File: config.mk
export PLATFORM = sky130hd
export DESIGN_NAME = rgb_led_sequencer
export DESIGN_NICKNAME = d
export VERILOG_FILES = /design/src/rtl/rgbseq_pkg.sv /design/src/rtl/rgb_pwm.sv /design/src/rtl/rgb_led_sequencer.sv
export SDC_FILE = /design/constraint.sdc
export NUM_CORES = 1
export LEC_CHECK = 0
export CAP_MARGIN = 20
export CORE_ASPECT_RATIO = 0.9
export CORE_MARGIN = 4
export CORE_UTILIZATION = 37
export DETAILED_ROUTE_END_ITERATION = 8
export PLACE_DENSITY_LB_ADDON = 0.15
export SYNTH_ARGS = -nofsm -noshare
export SYNTH_HDL_FRONTEND = slang
export SYNTH_HIERARCHICAL = 1
export SYNTH_SLANG_ARGS = --single-unit
export TNS_END_PERCENT = 100
File: constraint.sdc
create_clock -name clk -period 5.5 [get_ports clk]
set_clock_uncertainty 0.1 [all_clocks]
set_input_delay 0.825 -clock clk [delete_from_list [all_inputs] [get_ports clk]]
set_output_delay 0.825 -clock clk [all_outputs]
set_load 0.1 [all_outputs]
File: src/rtl/rgbseq_pkg.sv
// Shared definitions for the RGB LED sequencer: register map, CTRL bits, FSM encoding
// and step-word field helpers.
package rgbseq_pkg;

    localparam logic [2:0] ADDR_CTRL   = 3'd0;
    localparam logic [2:0] ADDR_STATIC = 3'd1;
    localparam logic [2:0] ADDR_STEP0  = 3'd4;

    localparam int unsigned CTRL_EN    = 0;
    localparam int unsigned CTRL_LOOP  = 1;
    localparam int unsigned CTRL_TEST  = 2;
    localparam int unsigned CTRL_START = 3;

    localparam int unsigned DUR_LSB = 24;
    localparam int unsigned R_LSB   = 16;
    localparam int unsigned G_LSB   = 8;
    localparam int unsigned B_LSB   = 0;

    typedef enum logic {StIdle, StRun} seq_state_e;

    function automatic logic [7:0] step_dur(input logic [31:0] step);
        return step[DUR_LSB +: 8];
    endfunction

    function automatic logic [23:0] step_rgb(input logic [31:0] step);
        return step[23:0];
    endfunction

endpackage

File: src/rtl/rgb_pwm.sv
// Three-channel 8-bit PWM; duty is latched only at the end of a period so every
// period is generated with a single, consistent duty value.
module rgb_pwm (
    input  logic        clk,
    input  logic        rst,
    input  logic [23:0] rgb_i,
    output logic [2:0]  pwm_o
);

    logic [7:0]  cnt_q, cnt_d;
    logic [23:0] duty_q, duty_d;
    logic [2:0]  pwm_q, pwm_d;

    always_comb begin
        cnt_d  = cnt_q + 8'd1;
        duty_d = (cnt_q == 8'hFF) ? rgb_i : duty_q;
        pwm_d  = {cnt_q < duty_q[23:16], cnt_q < duty_q[15:8], cnt_q < duty_q[7:0]};
    end

    always_ff @(posedge clk) begin
        if (rst) begin
            cnt_q  <= '0;
            duty_q <= '0;
            pwm_q  <= '0;
        end else begin
            cnt_q  <= cnt_d;
            duty_q <= duty_d;
            pwm_q  <= pwm_d;
        end
    end

    assign pwm_o = pwm_q;

endmodule

File: src/rtl/rgb_led_sequencer.sv
// Register-programmable RGB LED controller: static colour or a 4-step timed colour
// sequence, rendered as 1-bit PWM streams for the LED wrapper.
module rgb_led_sequencer import rgbseq_pkg::*; #(
    parameter int unsigned TICK_DIV = 12000,
    parameter int unsigned N_STEPS  = 4
) (
    input  logic        clk,
    input  logic        rst,
    input  logic        wr_en,
    input  logic [2:0]  wr_addr,
    input  logic [31:0] wr_data,
    output logic        test_mode,
    output logic        out_r,
    output logic        out_g,
    output logic        out_b,
    output logic        busy,
    output logic [1:0]  step_idx,
    output logic        seq_done
);

    localparam logic [1:0]  LAST_STEP = 2'(N_STEPS - 1);
    localparam logic [15:0] TICK_LAST = 16'(TICK_DIV - 1);

    seq_state_e  state_q, state_d;
    logic [2:0]  ctrl_q, ctrl_d;
    logic [23:0] static_q, static_d;
    logic [31:0] step_q [N_STEPS];
    logic [31:0] step_d [N_STEPS];
    logic [1:0]  idx_q, idx_d;
    logic [7:0]  dur_q, dur_d;
    logic [23:0] cur_q, cur_d;
    logic [15:0] presc_q, presc_d;
    logic        done_q, done_d;

    logic        tick, ctrl_wr, en_now, start;
    logic [1:0]  next_idx;
    logic [23:0] active_rgb;
    logic [2:0]  pwm;

    assign tick     = (presc_q == TICK_LAST);
    assign ctrl_wr  = wr_en && (wr_addr == ADDR_CTRL);
    // A CTRL write takes effect on the FSM in the same cycle it is presented.
    assign en_now   = ctrl_wr ? wr_data[CTRL_EN] : ctrl_q[CTRL_EN];
    assign start    = ctrl_wr && wr_data[CTRL_START] && wr_data[CTRL_EN];
    assign next_idx = idx_q + 2'd1;

    always_comb begin
        ctrl_d   = ctrl_q;
        static_d = static_q;
        step_d   = step_q;
        state_d  = state_q;
        idx_d    = idx_q;
        dur_d    = dur_q;
        cur_d    = cur_q;
        done_d   = 1'b0;
        presc_d  = tick ? 16'd0 : presc_q + 16'd1;

        if (wr_en) begin
            if (wr_addr == ADDR_CTRL) begin
                ctrl_d = wr_data[2:0];
            end else if (wr_addr == ADDR_STATIC) begin
                static_d = wr_data[23:0];
            end else if (wr_addr[2]) begin
                step_d[wr_addr[1:0]] = wr_data;
            end
        end

        if (!en_now) begin
            state_d = StIdle;
        end else if (start) begin
            presc_d = '0;
            if (step_dur(step_q[0]) == 8'd0) begin
                state_d = StIdle;
                done_d  = 1'b1;
            end else begin
                state_d = StRun;
                idx_d   = '0;
                dur_d   = step_dur(step_q[0]);
                cur_d   = step_rgb(step_q[0]);
            end
        end else if (state_q == StRun && tick) begin
            if (dur_q > 8'd1) begin
                dur_d = dur_q - 8'd1;
            end else if (idx_q != LAST_STEP && step_dur(step_q[next_idx]) != 8'd0) begin
                idx_d = next_idx;
                dur_d = step_dur(step_q[next_idx]);
                cur_d = step_rgb(step_q[next_idx]);
            end else if (ctrl_q[CTRL_LOOP] && step_dur(step_q[0]) != 8'd0) begin
                idx_d = '0;
                dur_d = step_dur(step_q[0]);
                cur_d = step_rgb(step_q[0]);
            end else begin
                state_d = StIdle;
                done_d  = 1'b1;
            end
        end
    end

    always_ff @(posedge clk) begin
        if (rst) begin
            state_q  <= StIdle;
            ctrl_q   <= '0;
            static_q <= '0;
            step_q   <= '{default: '0};
            idx_q    <= '0;
            dur_q    <= '0;
            cur_q    <= '0;
            presc_q  <= '0;
            done_q   <= 1'b0;
        end else begin
            state_q  <= state_d;
            ctrl_q   <= ctrl_d;
            static_q <= static_d;
            step_q   <= step_d;
            idx_q    <= idx_d;
            dur_q    <= dur_d;
            cur_q    <= cur_d;
            presc_q  <= presc_d;
            done_q   <= done_d;
        end
    end

    always_comb begin
        if (state_q == StRun) begin
            active_rgb = cur_q;
        end else if (ctrl_q[CTRL_EN]) begin
            active_rgb = static_q;
        end else begin
            active_rgb = '0;
        end
    end

    rgb_pwm u_pwm (
        .clk   (clk),
        .rst   (rst),
        .rgb_i (active_rgb),
        .pwm_o (pwm)
    );

    assign out_r     = pwm[2];
    assign out_g     = pwm[1];
    assign out_b     = pwm[0];
    assign test_mode = ctrl_q[CTRL_TEST];
    assign busy      = (state_q == StRun);
    assign step_idx  = busy ? idx_q : 2'd0;
    assign seq_done  = done_q;

endmodule

==> flow_metrics.py <==
metrics = {
    "sta": {
        "drv_slew": 0,
        "fin_ws_ns": 1.62,
        "final-hold-violation-count": 0,
        "rsz0062_at_grt": "false",
        "worstMarginPinSlew_ns": 1.03,
        "finalCriticalPeriod_ns": 3.88,
        "fin_setup_tns_ns": 0,
        "fmax_ghz": 0.258,
        "setup_viol": 0,
        "period_share": 0.705,
        "slew_headroom": 0.314,
    },
    "logic_synthesis": {
        "syn-num-nets": 1441,
        "yosys.area.top_type": "dfxtp_1",
        "synthSimpleGateAreaFrac": 0.256,
        "synth_adder_area_share": 0.0285,
        "ys_seq_area_frac": 0.424,
        "ys_async_sr_fraction": 0,
        "synth_top_area_frac": 0.424,
        "synthesis.area_sq_mm": 0.0114,
        "synth_compound_area_frac": 0.141,
        "synthMuxAreaShare": 0.0877,
        "ys.flop_type": "dfxtp_1",
        "ys_ff_latch": 242,
        "ys_types": 65,
        "synth_top_family_by_area": "simple AND/OR/NAND/NOR gates",
        "synth_cells": 1377,
        "yosysWarnings": 6,
        "syn_area_per_cell_sq_um": 8.29,
        "synth-xor-area-share": 0.0146,
        "synthTopCellsByArea": "dfxtp_1 42%, nand2_1 12%, a21oi_1 7.4%",
        "synth-edff-count": 0,
    },
    "grt": {
        "grt_pass1_wl_um": 50100,
        "grt_pass1_vias": 8870,
        "antenna_found_initial": 0,
        "grt_max_degree": 134,
        "grt_usage": 0.177,
        "overflow": 0,
    },
    "critical_path": {
        "crit_start": "idx_q[1]$_SDFFE_PP0P_",
        "worstPathMaxFanout": 27,
        "required_ns": 5.78,
        "cp-start-kind": "flip-flop",
        "endpoint_kind": "flip-flop",
        "critical_path.max_stage_delay_ns": 0.70,
        "path_buf_inv": 1,
        "critPathSlowestCell": "o21ai_4",
        "crit_family": "compound AO/OA/AOI/OAI gates",
        "path_class": "reg2reg",
        "arrival_ns": 4.16,
        "regToRegStartpoint": "idx_q[1]$_SDFFE_PP0P_",
        "crit_chain": "ha_1 -> buf_4 -> mux4_2 -> or4_4 -> o21ai_4 -> a22o_4 -> nor2b_1 -> nor3_2",
    },
    "routing": {
        "wirelength_met1_um": 15800,
        "dr.pass1.iters": 5,
        "wl_um": 30700,
        "wl_met3_um": 1540,
        "drcViolationCount": 0,
        "via_per_inst": 5.15,
        "vias": 9259,
        "dr.max_layer_used": "met4",
        "ant_nets": 0,
        "post_drt_wl_per_cell_um": 17.1,
        "met2WireLength_um": 12900,
        "drtIter0Drc": 626,
    },
    "floorplan": {
        "dieArea_sq_mm": 0.0338,
        "row_count": 60,
        "core-area_sq_mm": 0.0302,
        "die_w_um": 193,
        "start_util": 0.378,
        "die_y_um": 175,
        "io_pins": 46,
    },
    "layout": {
        "diodes": 0,
        "nets": 1440,
        "layout_common_cells": "378 x nand2_1, 240 x dfxtp_1, 170 x a21oi_1",
        "area_delta_synth_final_pct": 14.0,
        "mostFrequentLayoutCell": "nand2_1",
        "drive_above_1_share": 0.0989,
        "fin_util": 0.432,
    },
    "status": {
        "status": "complete, no violations",
    },
    "clock_tree": {
        "cts_tree": "built",
        "cts.htree.levels": 1,
        "clk_latency_ns": 0.54,
        "cts.clk_slew.worst_paths_ns": 0.06,
        "cts-root-buf": "clkbuf_16",
        "cts_buffers": 27,
        "clock_sinks": 242,
        "cts_hold_buf": 0,
        "clock_path_buffers": 3,
        "postCtsSetupBuffers": 0,
        "cts_resized": 0,
    },
    "pwr": {
        "power.density_mw_per_mm2": 298,
        "peakVddDrop_mv": 0.206,
        "power_leakage_nw": 4.27,
    },
    "placed_design": {
        "gp_congestion": 0.791,
        "io_buffers": 45,
        "preCtsSetupSlack_ns": 1.42,
        "place_hpwl_um": 19400,
    },
    "min_path": {
        "hold_start": "step_q[11]$_SDFFE_PP0P_",
        "worstHoldPathType": "reg2reg",
    },
    "job": {
        "maxCapViolations": 0,
    },
}
-- flip-flops by register name (all words and copies together), names as in the netlist --
register      count
busy              1
ctrl_q            3
cur_q            24
dur_q             8
idx_q             2
presc_q          16
seq_done          1
static_q         24
step_q          128
u_pwm/cnt_q       8
u_pwm/duty_q     24
u_pwm/pwm_o       3
-- final cells by class --
class                           instances  area (sq um)
Sequential cell                       242          4850
Fill cell                            3048         17200
Clock inverter                         10           104
Multi-Input combinational cell       1014          6060
Tap cell                              403           504
Clock buffer                           38           777
Inverter                               27           101
Timing Repair Buffer                   64           629
-- through the flow --
stage / cell area, sq um / total power, W / std cells / hold slack [ns]
after floorplan: 11400 / 0.00201 / 1377 / 0.330
after global placement: 12100 / 0.00211 / 1747 / 0.340
after detailed placement: 12100 / 0.00211 / 1749 / 0.344
after CTS: 13000 / 0.00393 / 1797 / 0.351
after global routing: 13000 / 0.00402 / 1798 / 0.369
final: 13000 / 0.00388 / 1798 / 0.350
-- worst paths after layout --
check	end	slack [ns]	cells past startpoint
hold / removal	step_q[11]$_SDFFE_PP0P_	0.35	2
setup reg to reg	cur_q[4]$_SDFFE_PP0P_	1.62	8
setup / recovery	cur_q[4]$_SDFFE_PP0P_	1.62	8
hold reg to reg	step_q[11]$_SDFFE_PP0P_	0.35	2
-- layer usage --
| layer | up-vias | global-route usage |
|---|---|---|
| met5 | - | 0 |
| met4 | 0 | 0.0324 |
| met3 | 42 | 0.0229 |
| met2 | 223 | 0.261 |
| met1 | 4320 | 0.277 |
| li1 | 4674 | - |
-- synth_stat cells (5+ instances only) --
| master | count |
|---|---|
| a211oi_1 | 7 |
| a21oi_1 | 170 |
| a31oi_1 | 6 |
| and2_1 | 5 |
| buf_6 | 7 |
| clkbuf_1 | 78 |
| dfxtp_1 | 242 |
| ha_1 | 26 |
| inv_1 | 27 |
| mux2i_1 | 27 |
| mux4_2 | 32 |
| nand2_1 | 378 |
| nand2b_1 | 53 |
| nand3_1 | 13 |
| nand4_1 | 5 |
| nor2_1 | 64 |
| nor2b_1 | 28 |
| nor3_1 | 33 |
| nor3_2 | 19 |
| o21a_1 | 26 |
| o21ai_0 | 33 |
| or3_1 | 6 |
| xnor2_1 | 6 |
| xor2_1 | 13 |
-- worst reg2reg max path, cell delays in order (launching register included) --
cell     delay, ns
dfxtp_1       0.32
ha_1          0.60
buf_4         0.46
mux4_2        0.39
or4_4         0.47
o21ai_4       0.70
a22o_4        0.40
nor2b_1       0.22
nor3_2        0.06
-- logic make-up (layout without fill, tap and decap cells) --
family,Yosys count,count (layout)
DFF,242,242
muxes,60,60
and+or+nand+nor,633,633
adders and majority gates,26,26
xor gates and xnor gates,19,19
buffers and inverters,121,139
AOI/OAI and AO/OA,276,276
-- power by group --
group          leakage (nW)  internal, W  switching (W)
Combinational          1.87    0.0000958       0.000175
Sequential             1.96      0.00178      0.0000220
Clock                 0.442      0.00107       0.000726
Total                  4.27      0.00295       0.000923
Note: power is estimated with default switching activity, not from simulation.
